$ cat src/rtl/writeback_stage_if.sv
// Writeback stage bundle: memory-stage result handshake, decode issue port, regfile write port,
// condition codes and the per-register pending scoreboard view.
interface writeback_stage_if;
  logic        in_valid;
  logic        in_ready;
  logic        in_load_regfile;
  logic        in_load_cc;
  logic [2:0]  in_dest;
  logic [1:0]  in_wbsel;
  logic [15:0] in_alu;
  logic [15:0] in_mem;
  logic [15:0] in_pc;
  logic        in_addr0;
  logic        wb_hold;
  logic        issue_valid;
  logic        issue_writes;
  logic [2:0]  issue_dest;
  logic [2:0]  write_register;
  logic [15:0] write_data;
  logic        load_regfile;
  logic [2:0]  nzp;
  logic [7:0]  pending;
  logic        issue_stall;

  modport slave (
    input  in_valid, in_load_regfile, in_load_cc, in_dest, in_wbsel,
           in_alu, in_mem, in_pc, in_addr0, wb_hold,
           issue_valid, issue_writes, issue_dest,
    output in_ready, write_register, write_data, load_regfile, nzp,
           pending, issue_stall
  );

  modport master (
    output in_valid, in_load_regfile, in_load_cc, in_dest, in_wbsel,
           in_alu, in_mem, in_pc, in_addr0, wb_hold,
           issue_valid, issue_writes, issue_dest,
    input  in_ready, write_register, write_data, load_regfile, nzp,
           pending, issue_stall
  );
endinterface

$ cat src/rtl/writeback_stage.sv
// lc3b writeback: selects/registers the result (latency 1) and tracks outstanding writes per register.
// wb_hold stalls intake (in_ready low) and freezes the output register with the write enable masked.
module writeback_stage #(
  parameter int NUM_REGS     = 8,
  parameter int MAX_INFLIGHT = 3
) (
  input  logic               clk,
  input  logic               reset_n,
  writeback_stage_if.slave   wb
);
  localparam logic [1:0] LP_MAX = 2'(MAX_INFLIGHT);

  logic                w_xfer;
  logic                w_inc;
  logic                w_dec;
  logic                w_stall;
  logic [7:0]          w_byte;
  logic [15:0]         w_sel_data;
  logic [2:0]          w_nzp;
  logic [NUM_REGS-1:0] w_inc_vec;
  logic [NUM_REGS-1:0] w_dec_vec;

  logic [1:0]          r_count [NUM_REGS];
  logic [2:0]          r_write_register;
  logic [15:0]         r_write_data;
  logic                r_load_regfile;
  logic [2:0]          r_nzp;

  assign w_xfer = wb.in_valid && !wb.wb_hold;
  assign w_dec  = w_xfer && wb.in_load_regfile;

  // A retiring write to the same register frees a slot in the same cycle.
  assign w_stall = wb.issue_valid && wb.issue_writes &&
                   (r_count[wb.issue_dest] == LP_MAX) &&
                   !(w_dec && (wb.in_dest == wb.issue_dest));
  assign w_inc   = wb.issue_valid && wb.issue_writes && !w_stall;

  always_comb begin
    w_byte     = wb.in_addr0 ? wb.in_mem[15:8] : wb.in_mem[7:0];
    w_sel_data = wb.in_alu;
    case (wb.in_wbsel)
      2'b00:   w_sel_data = wb.in_alu;
      2'b01:   w_sel_data = wb.in_mem;
      2'b10:   w_sel_data = {{8{w_byte[7]}}, w_byte};
      default: w_sel_data = wb.in_pc;
    endcase
    w_nzp = {w_sel_data[15], (w_sel_data == 16'h0000),
             !w_sel_data[15] && (w_sel_data != 16'h0000)};
  end

  always_comb begin
    w_inc_vec = '0;
    w_dec_vec = '0;
    for (int i = 0; i < NUM_REGS; i++) begin
      w_inc_vec[i] = w_inc && (wb.issue_dest == 3'(i));
      w_dec_vec[i] = w_dec && (wb.in_dest == 3'(i));
    end
  end

  always_ff @(posedge clk) begin
    for (int i = 0; i < NUM_REGS; i++) begin
      if (!reset_n) begin
        r_count[i] <= 2'd0;
      end else if (w_inc_vec[i] && !w_dec_vec[i] && (r_count[i] != LP_MAX)) begin
        r_count[i] <= r_count[i] + 2'd1;
      end else if (w_dec_vec[i] && !w_inc_vec[i] && (r_count[i] != 2'd0)) begin
        r_count[i] <= r_count[i] - 2'd1;
      end
    end
  end

  always_ff @(posedge clk) begin
    if (!reset_n) begin
      r_write_register <= 3'd0;
      r_write_data     <= 16'h0000;
      r_load_regfile   <= 1'b0;
      r_nzp            <= 3'b000;
    end else if (w_xfer) begin
      r_write_register <= wb.in_dest;
      r_write_data     <= w_sel_data;
      r_load_regfile   <= wb.in_load_regfile;
      if (wb.in_load_cc) begin
        r_nzp <= w_nzp;
      end
    end else if (!wb.wb_hold) begin
      r_load_regfile <= 1'b0;
    end
  end

  always_comb begin
    wb.pending = '0;
    for (int i = 0; i < NUM_REGS; i++) begin
      wb.pending[i] = (r_count[i] != 2'd0);
    end
  end

  // The enable is masked rather than cleared so a frozen write resumes intact after hold.
  assign wb.in_ready       = !wb.wb_hold;
  assign wb.load_regfile   = r_load_regfile && !wb.wb_hold;
  assign wb.write_register = r_write_register;
  assign wb.write_data     = r_write_data;
  assign wb.nzp            = r_nzp;
  assign wb.issue_stall    = w_stall;
endmodule

$ cat src/flat_wrapper.sv
// flat-port wrapper written by rule: the top's interface ports become plain ports
module writeback_stage_flat 
#(
  parameter int NUM_REGS     = 8,
  parameter int MAX_INFLIGHT = 3
)
  (clk, reset_n, wb_in_valid, wb_in_load_regfile, wb_in_load_cc, wb_in_dest, wb_in_wbsel, wb_in_alu, wb_in_mem, wb_in_pc, wb_in_addr0, wb_wb_hold, wb_issue_valid, wb_issue_writes, wb_issue_dest, wb_in_ready, wb_write_register, wb_write_data, wb_load_regfile, wb_nzp, wb_pending, wb_issue_stall);
  writeback_stage_if wb_i ();
  input  logic clk;
  input  logic reset_n;
  input wire logic [$bits(wb_i.in_valid)-1:0] wb_in_valid;
  input wire logic [$bits(wb_i.in_load_regfile)-1:0] wb_in_load_regfile;
  input wire logic [$bits(wb_i.in_load_cc)-1:0] wb_in_load_cc;
  input wire logic [$bits(wb_i.in_dest)-1:0] wb_in_dest;
  input wire logic [$bits(wb_i.in_wbsel)-1:0] wb_in_wbsel;
  input wire logic [$bits(wb_i.in_alu)-1:0] wb_in_alu;
  input wire logic [$bits(wb_i.in_mem)-1:0] wb_in_mem;
  input wire logic [$bits(wb_i.in_pc)-1:0] wb_in_pc;
  input wire logic [$bits(wb_i.in_addr0)-1:0] wb_in_addr0;
  input wire logic [$bits(wb_i.wb_hold)-1:0] wb_wb_hold;
  input wire logic [$bits(wb_i.issue_valid)-1:0] wb_issue_valid;
  input wire logic [$bits(wb_i.issue_writes)-1:0] wb_issue_writes;
  input wire logic [$bits(wb_i.issue_dest)-1:0] wb_issue_dest;
  output wire logic [$bits(wb_i.in_ready)-1:0] wb_in_ready;
  output wire logic [$bits(wb_i.write_register)-1:0] wb_write_register;
  output wire logic [$bits(wb_i.write_data)-1:0] wb_write_data;
  output wire logic [$bits(wb_i.load_regfile)-1:0] wb_load_regfile;
  output wire logic [$bits(wb_i.nzp)-1:0] wb_nzp;
  output wire logic [$bits(wb_i.pending)-1:0] wb_pending;
  output wire logic [$bits(wb_i.issue_stall)-1:0] wb_issue_stall;
  assign wb_i.in_valid = wb_in_valid;
  assign wb_i.in_load_regfile = wb_in_load_regfile;
  assign wb_i.in_load_cc = wb_in_load_cc;
  assign wb_i.in_dest = wb_in_dest;
  assign wb_i.in_wbsel = wb_in_wbsel;
  assign wb_i.in_alu = wb_in_alu;
  assign wb_i.in_mem = wb_in_mem;
  assign wb_i.in_pc = wb_in_pc;
  assign wb_i.in_addr0 = wb_in_addr0;
  assign wb_i.wb_hold = wb_wb_hold;
  assign wb_i.issue_valid = wb_issue_valid;
  assign wb_i.issue_writes = wb_issue_writes;
  assign wb_i.issue_dest = wb_issue_dest;
  assign wb_in_ready = wb_i.in_ready;
  assign wb_write_register = wb_i.write_register;
  assign wb_write_data = wb_i.write_data;
  assign wb_load_regfile = wb_i.load_regfile;
  assign wb_nzp = wb_i.nzp;
  assign wb_pending = wb_i.pending;
  assign wb_issue_stall = wb_i.issue_stall;
  writeback_stage #(.NUM_REGS(NUM_REGS), .MAX_INFLIGHT(MAX_INFLIGHT)) u_core (.clk(clk), .reset_n(reset_n), .wb(wb_i));
endmodule
$ cat config.mk
export PLATFORM = sky130hd
export DESIGN_NAME = writeback_stage_flat
export DESIGN_NICKNAME = d
export VERILOG_FILES = /design/src/rtl/writeback_stage_if.sv /design/src/rtl/writeback_stage.sv /design/src/flat_wrapper.sv
export SDC_FILE = /design/constraint.sdc
export NUM_CORES = 1
export LEC_CHECK = 0
export ABC_AREA = 1
export CORE_MARGIN = 4
export CORE_UTILIZATION = 50
export CTS_CLUSTER_SIZE = 8
export DETAILED_ROUTE_END_ITERATION = 12
export GPL_TIMING_DRIVEN = 1
export PLACE_DENSITY_LB_ADDON = 0.2
export REMOVE_ABC_BUFFERS = 1
export SYNTH_ARGS = -nofsm -noshare
export SYNTH_HDL_FRONTEND = slang
export SYNTH_SLANG_ARGS = --single-unit
$ cat constraint.sdc
create_clock -name clk -period 5.25 [get_ports clk]
set_clock_uncertainty 0.05 [all_clocks]
set_input_delay 0.525 -clock clk [delete_from_list [all_inputs] [get_ports clk]]
set_output_delay 0.525 -clock clk [all_outputs]
set_load 0.01 [all_outputs]
==> reports/results.md <==
| Quantity | Value | Unit |
| --- | --- | --- |
| P_sw | 238 | uW |
| Warnings from Yosys | 0 | - |
| Ordered list of cells on the worst path | clkdlybuf4s50_1, inv_2, nand2_1, nand2_1, nand2_1, nand2_1, nand2_1, nand2_1, nand3_4, inv_1, clkdlybuf4s50_1 | - |
| Clk network pwr share | 0.287 | - |
| Filler cells | 517 | - |
| Library cell used as clock root buffer | sky130_fd_sc_hd__clkbuf_8 | - |
| Total via count in the routed design | 3392 | - |
| Placed cells | 641 | - |
| Sink count of the clock tree | 39 | - |
| RSZ-0062 raised after global routing | false | - |
| Max-cap violations | 0 | - |
| Count of cells resized by post-cts repair | 0 | - |
| Area growth from synthesis to layout | 33.4 | % |
| Inserted Clock Buffers | 5 | - |
| Routed len/inst | 13.7 | um |
| Initial Util | 0.526 | - |
| Pleak | 1.94 | nW |
| Vias per Instance | 5.23 | - |
| Clock tree buffer depth | 2 | - |
| Max Clock Freq | 303 | MHz |
| Arrival time worst endpoint | 2730 | ps |
| Pin count of the biggest net entering global routing | 28 | - |
| Part of the total power dissipated in combinational logic | 0.279 | - |
| Unique masters post-synth | 35 | - |
| Post-route ant nets | 0 | - |
| Area of combinational cells with multiple inputs | 1900 | um2 |
| Worst vdd ir | 0.110 | mV |
| H-tree lvl count | 2 | - |
| Boundary pin count | 98 | - |
| Synthesized flop and latch total | 39 | - |
| Count of nets after finishing | 652 | - |
| First-pass GRT wire length | 15000 | um |
| Sequential share of power | 0.434 | - |
| Gp weighted congestion | 0.899 | - |
| Synthesized instance count | 486 | - |
| Core Box Area | 6060 | um2 |
| TritonCTS clock tree | yes | - |
| Biggest fanout along the worst timing path | 13 | - |
| Die extent in y | 87.9 | um |
| Routed Wire Length | 8910 | um |
| Width of the die | 87.9 | um |
| Share of post-route cells with drive strength above 1 | 0.0889 | - |
| Buffers inserted by post-CTS timing repair | 0 | - |
| Mapped cell area | 3190 | um2 |
| Worst slew margin | 0.397 | - |
| Hold buffer count at cts | 0 | - |
| Number of global-route vias before repair | 3403 | - |
| Tmin final | 3300 | ps |
| Setup-violating endpoint count in the final report | 0 | - |
| Post-detail-place hpwl | 7100 | um |
| Worst Path Required | 4680 | ps |
| Power per Cell Area | 187 | nW/um2 |
| Run status | finished clean | - |
| Internal power | 558 | uW |
| Slowest-stage cell, CP | sky130_fd_sc_hd__clkdlybuf4s50_1 | - |
| CP peak stage delay | 630 | ps |
| Switching share of power | 0.299 | - |
| Port Buffers | 97 | - |
| Detailed-routing iteration count for the pre-antenna-repair pass | 4 | - |
| Average cell area after synthesis | 6.56 | um2 |
| Worst path most repeated cell | sky130_fd_sc_hd__nand2_1 | - |
| Type of element capturing the critical path | output pin | - |
| Sequential cell area | 941 | um2 |
| Classification of the worst-slack hold path | reg -> reg | - |
| DRC violation count after routing | 0 | - |
| Clock input transition at the sequential cells of the worst setup and hold paths | 80 | ps |
| Largest delay contributor family on the critical path | buffers and inverters | - |
| Share of the clock period used by the worst path | 0.629 | - |
| Kind of start point of the critical path | primary input | - |
| Detailed Route Iter0 Violations | 147 | - |
| Number of non-filler instances in the completed layout | 649 | - |
| Diode count | 0 | - |
| Leftover overflow at the end of global routing | 0 | - |
| Aggregate global-route resource usage | 0.243 | - |
| Slew at the pin with the worst max-slew slack | 901 | ps |
| Rows | 28 | - |
| Die area | 7720 | um2 |
| Hold violation total from the final report | 0 | - |
| Antenna violations before repair | 0 | - |
| Register area share after synthesis | 0.295 | - |
| Slew Limit Fails | 0 | - |
| Setup Total Neg Slack | 0 | ps |
| Total buffers and inverters traversed by the critical path | 4 | - |
| Crit path kind | in -> out | - |
| Worst-skew pair later-pin latency | 290 | ps |
-- cell type report --
type / count / area share
flip-flops and latches: 39 / 0.221
repair buffers: 97 / 0.228
clock buffers: 7 / 0.0226
inverters: 66 / 0.0582
multi-input cells: 364 / 0.446
well taps: 75 / 0.0221
clock inverters: 1 / 0.00176
-- cell usage in the layout (no fill, tap or decap), types with 2 or more instances in the layout --
cell type	synthesis	final
sky130_fd_sc_hd__inv_1	56	56
sky130_fd_sc_hd__nand4_1	14	14
sky130_fd_sc_hd__or2_1	5	5
sky130_fd_sc_hd__nand3_4	5	5
sky130_fd_sc_hd__nand2_2	2	2
sky130_fd_sc_hd__a21oi_1	9	9
sky130_fd_sc_hd__nand3_1	19	19
sky130_fd_sc_hd__nor2_1	76	76
sky130_fd_sc_hd__nand2_1	149	149
sky130_fd_sc_hd__o21ai_1	8	8
sky130_fd_sc_hd__dfxtp_1	23	23
sky130_fd_sc_hd__ha_1	14	14
sky130_fd_sc_hd__inv_2	9	9
sky130_fd_sc_hd__clkdlybuf4s50_1	0	97
sky130_fd_sc_hd__or2_2	4	4
sky130_fd_sc_hd__nand3_2	7	7
sky130_fd_sc_hd__clkbuf_8	0	7
sky130_fd_sc_hd__o21ai_0	23	23
sky130_fd_sc_hd__edfxtp_1	16	16
sky130_fd_sc_hd__a31oi_1	2	2
sky130_fd_sc_hd__nor2_2	5	5
sky130_fd_sc_hd__nand3b_1	5	5
sky130_fd_sc_hd__nor4_1	4	4
sky130_fd_sc_hd__nor2_4	5	5
sky130_fd_sc_hd__nand4_4	3	3
-- registers in the layout, indices dropped and copies added (netlist names) --
name	flops
u_core.wb.nzp	3
u_core.wb.write_register	3
u_core.wb.write_data	16
u_core.r_load_regfile	1
u_core.r_count	16
-- worst register-to-register path: stages (launching register included) --
cell,delay [ps]
sky130_fd_sc_hd__edfxtp_1,460
sky130_fd_sc_hd__nand2_1,100
sky130_fd_sc_hd__nand2_1,60
sky130_fd_sc_hd__nand2_1,60
sky130_fd_sc_hd__nand2_1,60
sky130_fd_sc_hd__nand2_1,60
sky130_fd_sc_hd__nand2_1,80
sky130_fd_sc_hd__nand3_4,260
sky130_fd_sc_hd__nand3_1,190
sky130_fd_sc_hd__nand2_1,170
sky130_fd_sc_hd__inv_1,50
sky130_fd_sc_hd__nor2_1,130
sky130_fd_sc_hd__nor2_1,50
-- stage by stage --
stage	hold WS, ps	utilization	power, mW	worst slack, ps	instance area (um2)
global route	455	0.702	0.841	1660	4260
global placement	402	0.685	0.569	2000	4150
CTS	420	0.702	0.798	1940	4260
finish	421	0.702	0.795	1950	4260
floorplan	386	-	0.455	3190	3090
detailed placement	404	0.685	0.573	1940	4150
-- power by group through the flow --
stage               Clock, mW  Combinational [mW]  Sequential [mW]
finish                  0.228               0.222            0.345
global route            0.246               0.248            0.347
CTS                     0.231               0.223            0.345
detailed placement          0               0.222            0.351
global placement            0               0.218            0.351
floorplan                   0               0.102            0.353
-- logic make-up (layout without fill, tap and decap cells) --
logic type	Yosys count	in the layout	synth area share
simple gates	305	305	0.465
fa+ha+maj	14	14	0.0549
flops	39	39	0.295
buf+inv	83	171	0.110
compound gates	45	45	0.0745
-- synth_stat cells --
cell type | n | area share
sky130_fd_sc_hd__nor2_2 | 5 | 0.0098
sky130_fd_sc_hd__or2_2 | 4 | 0.0078
sky130_fd_sc_hd__nor2_4 | 5 | 0.018
sky130_fd_sc_hd__buf_2 | 7 | 0.011
sky130_fd_sc_hd__nand2_1 | 149 | 0.18
sky130_fd_sc_hd__o21ai_2 | 1 | 0.0027
sky130_fd_sc_hd__a21oi_2 | 1 | 0.0027
sky130_fd_sc_hd__a21oi_1 | 9 | 0.014
sky130_fd_sc_hd__buf_6 | 1 | 0.0035
sky130_fd_sc_hd__inv_2 | 9 | 0.011
sky130_fd_sc_hd__nor2_1 | 76 | 0.089
sky130_fd_sc_hd__clkbuf_1 | 5 | 0.0059
sky130_fd_sc_hd__edfxtp_1 | 16 | 0.15
sky130_fd_sc_hd__nand4_1 | 14 | 0.027
sky130_fd_sc_hd__nand4_2 | 1 | 0.0039
sky130_fd_sc_hd__buf_4 | 2 | 0.0047
sky130_fd_sc_hd__o21ai_1 | 8 | 0.013
sky130_fd_sc_hd__clkinv_1 | 1 | 0.0012
sky130_fd_sc_hd__nand3_4 | 5 | 0.027
sky130_fd_sc_hd__nor3_1 | 1 | 0.0016
sky130_fd_sc_hd__nand4_4 | 3 | 0.020
sky130_fd_sc_hd__or2_1 | 5 | 0.0098
sky130_fd_sc_hd__nor4_1 | 4 | 0.0078
sky130_fd_sc_hd__nand3_1 | 19 | 0.030
sky130_fd_sc_hd__buf_1 | 1 | 0.0012
sky130_fd_sc_hd__nand3_2 | 7 | 0.022
sky130_fd_sc_hd__nand3b_1 | 5 | 0.012
sky130_fd_sc_hd__o21ai_0 | 23 | 0.036
sky130_fd_sc_hd__inv_1 | 56 | 0.066
sky130_fd_sc_hd__buf_12 | 1 | 0.0063
sky130_fd_sc_hd__dfxtp_1 | 23 | 0.14
sky130_fd_sc_hd__a31oi_1 | 2 | 0.0039
sky130_fd_sc_hd__ha_1 | 14 | 0.055
sky130_fd_sc_hd__nand2_2 | 2 | 0.0039
sky130_fd_sc_hd__o211ai_1 | 1 | 0.0024
-- worst paths after layout --
kind	from	end	slack, ps	cells after the start
hold reg to reg	u_core.r_load_regfile	u_core.r_load_regfile	420	2
setup reg to reg	u_core.r_count[3][0]	u_core.r_count[5][0]	3230	12
hold / removal	u_core.r_load_regfile	u_core.r_load_regfile	420	2
setup / recovery	wb_issue_dest[0]	wb_issue_stall	1950	11
-- layer usage --
layer / vias to the layer above / routed length (um) / GRT usage
met5: - / 0 / 0
met2: 130 / 4540 / 0.436
met3: 21 / 717 / 0.0677
met1: 1523 / 3460 / 0.275
li1: 1718 / - / -
met4: 0 / 194 / 0.0823
(Power assumes the default switching activity.)
